==> src/rtl/multicycle_controller.sv <==
// Main control FSM for the multi-cycle RISC-V datapath: sequences PC/IR/memory/register writes and steers datapath muxes.
// Optional define MULTICYCLE_BRANCH_EXT_EN adds bne/blt/bge on top of beq.
module multicycle_controller (
    input  logic       clk,
    input  logic       rst,
    input  logic [6:0] op,
    input  logic [2:0] funct3,
    input  logic       funct7b5,
    input  logic       zero,
    input  logic       neg,
    output logic       PCWrite,
    output logic       AdrSrc,
    output logic       MemWrite,
    output logic       IRWrite,
    output logic       RegWrite,
    output logic [1:0] ResultSrc,
    output logic [1:0] ALUSrcA,
    output logic [1:0] ALUSrcB,
    output logic [2:0] ALUControl,
    output logic [2:0] ImmSrc,
    output logic       illegal,
    output logic [3:0] state
);

    localparam logic [3:0] S_FETCH    = 4'd0;
    localparam logic [3:0] S_DECODE   = 4'd1;
    localparam logic [3:0] S_MEMADR   = 4'd2;
    localparam logic [3:0] S_MEMREAD  = 4'd3;
    localparam logic [3:0] S_MEMWB    = 4'd4;
    localparam logic [3:0] S_MEMWRITE = 4'd5;
    localparam logic [3:0] S_EXECUTER = 4'd6;
    localparam logic [3:0] S_EXECUTEI = 4'd7;
    localparam logic [3:0] S_ALUWB    = 4'd8;
    localparam logic [3:0] S_BRANCH   = 4'd9;
    localparam logic [3:0] S_JAL      = 4'd10;
    localparam logic [3:0] S_LUI      = 4'd11;

    localparam logic [6:0] OP_LOAD   = 7'b0000011;
    localparam logic [6:0] OP_STORE  = 7'b0100011;
    localparam logic [6:0] OP_RTYPE  = 7'b0110011;
    localparam logic [6:0] OP_ITYPE  = 7'b0010011;
    localparam logic [6:0] OP_BRANCH = 7'b1100011;
    localparam logic [6:0] OP_JAL    = 7'b1101111;
    localparam logic [6:0] OP_LUI    = 7'b0110111;

    localparam logic [2:0] ALU_ADD = 3'b000;
    localparam logic [2:0] ALU_SUB = 3'b001;
    localparam logic [2:0] ALU_AND = 3'b010;
    localparam logic [2:0] ALU_OR  = 3'b011;
    localparam logic [2:0] ALU_SLT = 3'b101;

    localparam logic [2:0] IMM_I = 3'b000;
    localparam logic [2:0] IMM_S = 3'b001;
    localparam logic [2:0] IMM_B = 3'b010;
    localparam logic [2:0] IMM_J = 3'b011;
    localparam logic [2:0] IMM_U = 3'b100;

    logic [3:0] state_q;
    logic [3:0] state_d;
    logic       branch_supported;
    logic       branch_taken;
    logic       decode_illegal;
    logic [2:0] alu_funct;
    logic       pc_update;
    logic       branch_en;
    logic       mem_write_raw;
    logic       ir_write_raw;
    logic       reg_write_raw;

    // Which branch flavours exist, and whether the current one is taken.
    always_comb begin
        branch_supported = 1'b0;
        branch_taken     = 1'b0;
`ifdef MULTICYCLE_BRANCH_EXT_EN
        case (funct3)
            3'b000: begin branch_supported = 1'b1; branch_taken = zero;  end
            3'b001: begin branch_supported = 1'b1; branch_taken = !zero; end
            3'b100: begin branch_supported = 1'b1; branch_taken = neg;   end
            3'b101: begin branch_supported = 1'b1; branch_taken = !neg;  end
            default: begin branch_supported = 1'b0; branch_taken = 1'b0; end
        endcase
`else
        if (funct3 == 3'b000) begin
            branch_supported = 1'b1;
            branch_taken     = zero;
        end
`endif
    end

    always_comb begin
        case (funct3)
            3'b000:  alu_funct = (op[5] && funct7b5) ? ALU_SUB : ALU_ADD;
            3'b010:  alu_funct = ALU_SLT;
            3'b110:  alu_funct = ALU_OR;
            3'b111:  alu_funct = ALU_AND;
            default: alu_funct = ALU_ADD;
        endcase
    end

    always_comb begin
        state_d        = S_FETCH;
        decode_illegal = 1'b0;
        case (state_q)
            S_FETCH: state_d = S_DECODE;
            S_DECODE: begin
                case (op)
                    OP_LOAD, OP_STORE: state_d = S_MEMADR;
                    OP_RTYPE:          state_d = S_EXECUTER;
                    OP_ITYPE:          state_d = S_EXECUTEI;
                    OP_JAL:            state_d = S_JAL;
                    OP_LUI:            state_d = S_LUI;
                    OP_BRANCH: begin
                        state_d        = branch_supported ? S_BRANCH : S_FETCH;
                        decode_illegal = !branch_supported;
                    end
                    default: begin
                        state_d        = S_FETCH;
                        decode_illegal = 1'b1;
                    end
                endcase
            end
            S_MEMADR:   state_d = (op == OP_LOAD) ? S_MEMREAD : S_MEMWRITE;
            S_MEMREAD:  state_d = S_MEMWB;
            S_EXECUTER: state_d = S_ALUWB;
            S_EXECUTEI: state_d = S_ALUWB;
            S_JAL:      state_d = S_ALUWB;
            default:    state_d = S_FETCH;
        endcase
    end

    always_ff @(posedge clk) begin
        if (!rst) begin
            state_q <= S_FETCH;
        end else begin
            state_q <= state_d;
        end
    end

    // Moore decode of datapath controls; write enables are gated by reset below.
    always_comb begin
        pc_update     = 1'b0;
        branch_en     = 1'b0;
        mem_write_raw = 1'b0;
        ir_write_raw  = 1'b0;
        reg_write_raw = 1'b0;
        AdrSrc        = 1'b0;
        ResultSrc     = 2'b00;
        ALUSrcA       = 2'b00;
        ALUSrcB       = 2'b00;
        ALUControl    = ALU_ADD;
        ImmSrc        = IMM_I;
        case (state_q)
            S_FETCH: begin
                ir_write_raw = 1'b1;
                ALUSrcB      = 2'b10;
                ResultSrc    = 2'b10;
                pc_update    = 1'b1;
            end
            S_DECODE: begin
                ALUSrcA = 2'b01;
                ALUSrcB = 2'b01;
                ImmSrc  = IMM_B;
            end
            S_MEMADR: begin
                ALUSrcA = 2'b10;
                ALUSrcB = 2'b01;
                ImmSrc  = (op == OP_STORE) ? IMM_S : IMM_I;
            end
            S_MEMREAD: AdrSrc = 1'b1;
            S_MEMWB: begin
                ResultSrc     = 2'b01;
                reg_write_raw = 1'b1;
            end
            S_MEMWRITE: begin
                AdrSrc        = 1'b1;
                mem_write_raw = 1'b1;
            end
            S_EXECUTER: begin
                ALUSrcA    = 2'b10;
                ALUControl = alu_funct;
            end
            S_EXECUTEI: begin
                ALUSrcA    = 2'b10;
                ALUSrcB    = 2'b01;
                ALUControl = alu_funct;
            end
            S_ALUWB: reg_write_raw = 1'b1;
            S_BRANCH: begin
                ALUSrcA    = 2'b10;
                ALUControl = ALU_SUB;
                branch_en  = 1'b1;
            end
            S_JAL: begin
                ALUSrcA   = 2'b01;
                ALUSrcB   = 2'b10;
                ImmSrc    = IMM_J;
                pc_update = 1'b1;
            end
            S_LUI: begin
                ImmSrc        = IMM_U;
                ResultSrc     = 2'b11;
                reg_write_raw = 1'b1;
            end
            default: begin
                pc_update = 1'b0;
            end
        endcase
    end

    assign PCWrite  = rst & (pc_update | (branch_en & branch_taken));
    assign MemWrite = rst & mem_write_raw;
    assign IRWrite  = rst & ir_write_raw;
    assign RegWrite = rst & reg_write_raw;
    assign illegal  = rst & (state_q == S_DECODE) & decode_illegal;
    assign state    = state_q;

endmodule

==> config.mk <==
export PLATFORM = sky130hd
export DESIGN_NAME = multicycle_controller
export DESIGN_NICKNAME = d
export VERILOG_FILES = /design/src/rtl/multicycle_controller.sv
export SDC_FILE = /design/constraint.sdc
export NUM_CORES = 1
export LEC_CHECK = 0
export CAP_MARGIN = 15
export CORE_MARGIN = 2
export CORE_UTILIZATION = 38
export CTS_BUF_LIST = sky130_fd_sc_hd__clkbuf_2 sky130_fd_sc_hd__clkbuf_4 sky130_fd_sc_hd__clkbuf_8
export CTS_CLUSTER_SIZE = 40
export DETAILED_ROUTE_END_ITERATION = 7
export PLACE_DENSITY = 0.78
export SETUP_SLACK_MARGIN = 0.05
export SLEW_MARGIN = 40
export SYNTH_ARGS = -nofsm -noshare
export SYNTH_HDL_FRONTEND = slang
export SYNTH_SLANG_ARGS = --single-unit
==> constraint.sdc <==
create_clock -name clk -period 1.61 [get_ports clk]
set_clock_uncertainty 0.1 [all_clocks]
set_input_delay 0.322 -clock clk [delete_from_list [all_inputs] [get_ports clk]]
set_output_delay 0.322 -clock clk [all_outputs]
set_load 0.01 [all_outputs]
==> run_results.csv, run 1 <==
group,metric,value,unit
run_status,status,"aborted with a tool error",
run_status,last-stage-reached,"5_1_grt",
run_status,tool.error,"[ERROR DPL-0038] Utilization greater than 100%, impossible to legalize",
placement,dp_hpwl,2.10,mm
placement,dp_cells,173,
sta,endpoint_type,"primary output",
clock_network,cts_buffers,3,
synthesis,seq_area_frac_synth,12.7,%
clock_network,cts_hold_buf,0,
die,die_y,44.7,um
placement,post_dp_cell_area,1270,sq um
grt,grt_max_degree,10,
synthesis,ys_warn_count,0,
synthesis,syn_inst,92,
synthesis,syn_area_per_cell,6.83,sq um
synthesis,async_flop_share,0,%
sta,postGrtWorstEndpoint,"PCWrite",
clock_network,cts_root_buf,"clkbuf_4",
clock_network,cts.sinks,4,
die,start_util,41.2,%
synthesis,yosys.cell_types.count,40,
synthesis,synthFlopType,"dfxtp_1",
die,die_x,44.7,um
synthesis,synth_edf_count,0,
placement,routabilityCongestion,0.900,
synthesis,syn_area,628,sq um
clock_network,clockBufferDepth,2,
placement,portBuffers,35,
die,io_pins,37,
clock_network,cts_htree_levels,1,
synthesis,synth_seq_cells,4,
synthesis,syn_nets,107,
die,num_rows,14,
-- per-stage QoR --
stage,util [%],setup slack (ns),hold WS (ns),setup TNS (ns)
floorplan,-,-0.0108,0.326,-0.0108
global placement,83.7,-0.862,0.640,-9.90
detailed placement,83.7,-0.899,0.669,-10.74
CTS,90.2,-0.236,0.317,-1.76
-- Yosys cell counts, drive strengths merged, types with 2 or more instances --
master  number  area [sq um]
nor2b        2          12.5
dfxtp        4          80.1
nand3        5          25.0
clkbuf       4          15.0
o21a         2          15.0
xnor2        2          17.5
o31ai        4          30.0
nor2         9          36.3
inv          5          18.8
nor3        10          50.1
buf          3          21.3
nand2        4          15.0
or3b         2          17.5
o21ai        3          18.8
nand2b       5          31.3
a21oi        7          38.8
nand3b       2          15.0
nor4         2          12.5
-- kinds of logic after synthesis --
group	after synthesis	synth area share [%]
simple gates	49	47.4
compound gates	23	25.3
buf+inv	12	8.76
flops	4	12.7
xor+xnor	3	4.18
mux	1	1.59
-- timing repair --
action / CTS
gates resized for setup: 143
buffers inserted: 6
pin swaps: 13
endpoints found under the setup margin: 26
==> inputs of run 2 (changes only) <==
- CORE_AREA: unset -> 2 2 63 65
- CORE_MARGIN: 2 -> unset
- CORE_UTILIZATION: 38 -> unset
- CTS_BUF_LIST: sky130_fd_sc_hd__clkbuf_2 sky130_fd_sc_hd__clkbuf_4 sky130_fd_sc_hd__clkbuf_8 -> unset
- CTS_CLUSTER_SIZE: 40 -> unset
- DIE_AREA: unset -> 0 0 65 67
- PLACE_DENSITY: 0.78 -> unset
- PLACE_DENSITY_LB_ADDON: unset -> 0.15
- SETUP_SLACK_MARGIN: 0.05 -> unset
==> run_results.csv, run 2 <==
group,metric,value,unit
grt,grt_max_degree,9,
routing,antenna_left,0,
layout,syn_to_final_growth,139,%
worst_setup_path,path_depth,4,
layout,drive_above_1_share,67.7,%
die,die_y,67,um
worst_setup_path,arrival,1.35,ns
sta,setup_ws,-0.159,ns
sta,slew_headroom,82.9,%
synthesis,async_flop_share,0,%
pwr,leakagePower,0.678,nW
worst_setup_path,cpPeakStageDelay,0.42,ns
pwr,ir_drop,0.177,mV
layout,layout_common_cells,"32 x buf_4, 24 x buf_2, 12 x buf_6, 6 x nor3_2, 6 x dlygate4sd2_1",
sta,tns,-0.826,ns
grt,antenna_found_initial,0,
sta,grt_setup_unrepaired,"true",
sta,hold_slack,0.362,ns
synthesis,yosys.area.top_type,"dfxtp_1",
die,start_util,17.4,%
clock_network,cts.sinks,4,
routing,via_per_inst,4.53,
synthesis,yosys.cell_types.count,40,
synthesis,synth_edf_count,0,
grt,grt_pass1_wl,4.35,mm
synthesis,syn_inst,92,
sta,post-route-min-period,1.77,ns
worst_setup_path,cp_max_fo,6,
placement,dp_hpwl,2.07,mm
routing,drtPass1Iterations,4,
synthesis,syn_nets,107,
synthesis,synthFlopType,"dfxtp_1",
worst_setup_path,crit_slowest_cell,"or3b_4",
placement,routabilityCongestion,0.748,
worst_setup_path,startpoint_type,"flip-flop",
synthesis,seq_area_frac_synth,12.7,%
worst_setup_path,cp_top_family,"simple AND/OR/NAND/NOR gates",
routing,wl_per_cell,12.4,um
worst_setup_path,ff2ff_path_depth,5,
worst_setup_path,critPathKind,"reg -> out",
placement,portBuffers,35,
layout,final_common_cell,"buf_4",
sta,finalHoldViolations,0,
grt,grt_pass1_vias,974,
worst_setup_path,cp_cell_sequence,"or3b_4 > nor3_2 > o21a_1 > buf_2",
clock_network,cts_htree_levels,1,
clock_network,cts.clk_slew.worst_paths,0.03,ns
clock_network,cts_root_buf,"clkbuf_8",
die,die_x,65,um
layout,fin_nets,184,
routing,num_vias,975,
clock_network,cts_buffers,3,
synthesis,syn_area_per_cell,6.83,sq um
die,num_rows,22,
sta,setup_viol,13,
layout,antenna_cells,0,
hold_path,hold_class,"in -> reg",
clock_network,cts_hold_buf,0,
routing,drtIter0Drc,31,
clock_network,clock_latency,0.22,ns
routing,drt-total-wl,2.66,mm
pwr,cellPowerDensity,352,nW/um^2
die,dieArea,4360,sq um
synthesis,yosysMostFrequentCell,"nor3_1",
worst_setup_path,worst-path-buf-inv,1,
hold_path,min_path_cells,3,
sta,report.final.slew_viol_count,0,
worst_setup_path,end_kind,"output pin",
sta,worst_pin_slew,0.253,ns
clock_network,clockBufferDepth,2,
clock_network,cts_tree,"yes",
synthesis,ys_warn_count,0,
run_status,violations,"negative setup slack",
synthesis,synthTopCellsByArea,"dfxtp_1 13%, nor3_1 8.0%, nand2b_1 5.0%",
routing,drc,0,
grt,grt_overflow_total,0,
grt,track_usage,12.9,%
sta,max_freq,565,MHz
layout,largest_reg_flops,4,
synthesis,synth.top_cell.area_share,12.7,%
die,core,3610,sq um
synthesis,syn_area,628,sq um
pwr,total_power,0.529,mW
synthesis,synth_seq_cells,4,
die,io_pins,37,
job,drv_cap,0,
worst_setup_path,worstPathRequired,1.19,ns
sta,period_share,110,%
synthesis,synth_commonest_cells,"10 x nor3_1, 8 x nor2_1, 6 x a21oi_1",
run_status,status,"finished, violations left",
run 2: cell counts after synthesis:
Identical to the previous run, type by type.
run 2: metrics by stage:
stage               worst slack, ns  cell area, sq um  instances  util (%)
finish                       -0.159              1500        215      41.6
global route                 -0.223              1500        215      41.6
CTS                          -0.175              1390        211      38.5
detailed placement           -0.898              1290        204      35.8
global placement             -0.886              1290        204      35.8
floorplan                   -0.0108               651         92         -
run 2: worst min-delay path: cells and delay by family:
kind,cells,cell delay (ns)
buffers and inverters,2,0.24
AO/OA/AOI/OAI,1,0.07
run 2: cell families after synthesis:
kind of cell	synth area share, %
XOR/XNOR	4.18
AND/OR/NAND/NOR	47.4
AO/OA/AOI/OAI	25.3
buffers and inverters	8.76
multiplexers	1.59
flip-flops	12.7
run 2: final timing paths:
| path | start | to | slack (ns) |
|---|---|---|---|
| worst max-delay path | state[2] | illegal | -0.16 |
| worst min-delay path | op[3] | state[0] | 0.36 |
| worst max register to register | state[2] | state[0] | 0.10 |
| worst min register to register | state[1] | state[3] | 0.61 |
run 2: timing repair:
action,CTS,global route
setup endpoints to repair,26,20
gates cloned,0,0
pin swaps,12,12
gates resized for setup,151,19
setup buffers,4,5
run 2: routing by layer:
metal  vias up  part of all wire [%]  global-route usage (%)
met5         -                     0                       0
met4         0                     0                    2.66
met2        25                    53                    24.1
met3         0                   6.8                    4.56
li1        490                     -                       -
met1       460                    40                    14.0
run 2: power by group:
group | switching (mW) | total [mW] | internal [mW] | leakage [nW]
clock network | 0.0497 | 0.209 | 0.159 | 0.0216
logic | 0.0964 | 0.216 | 0.120 | 0.621
registers | 0.00644 | 0.104 | 0.0971 | 0.0355
total | 0.153 | 0.529 | 0.376 | 0.678
run 2: area by class of cell:
class | instances | area [sq um]
sequential | 4 | 95.1
timing repair buffer | 79 | 606
clock buffer | 3 | 41.3
inverter | 5 | 18.8
fill | 387 | 2110
tap | 48 | 60.1
multi-input combinational | 76 | 679
Note: power is estimated with default switching activity, not from simulation.
==> inputs of run 3 (changes only) <==
- CTS_BUF_LIST: unset -> sky130_fd_sc_hd__clkbuf_4 sky130_fd_sc_hd__clkbuf_8
==> results of run 3 <==
Final layout, timing and power as in run 2 (identical DEF).
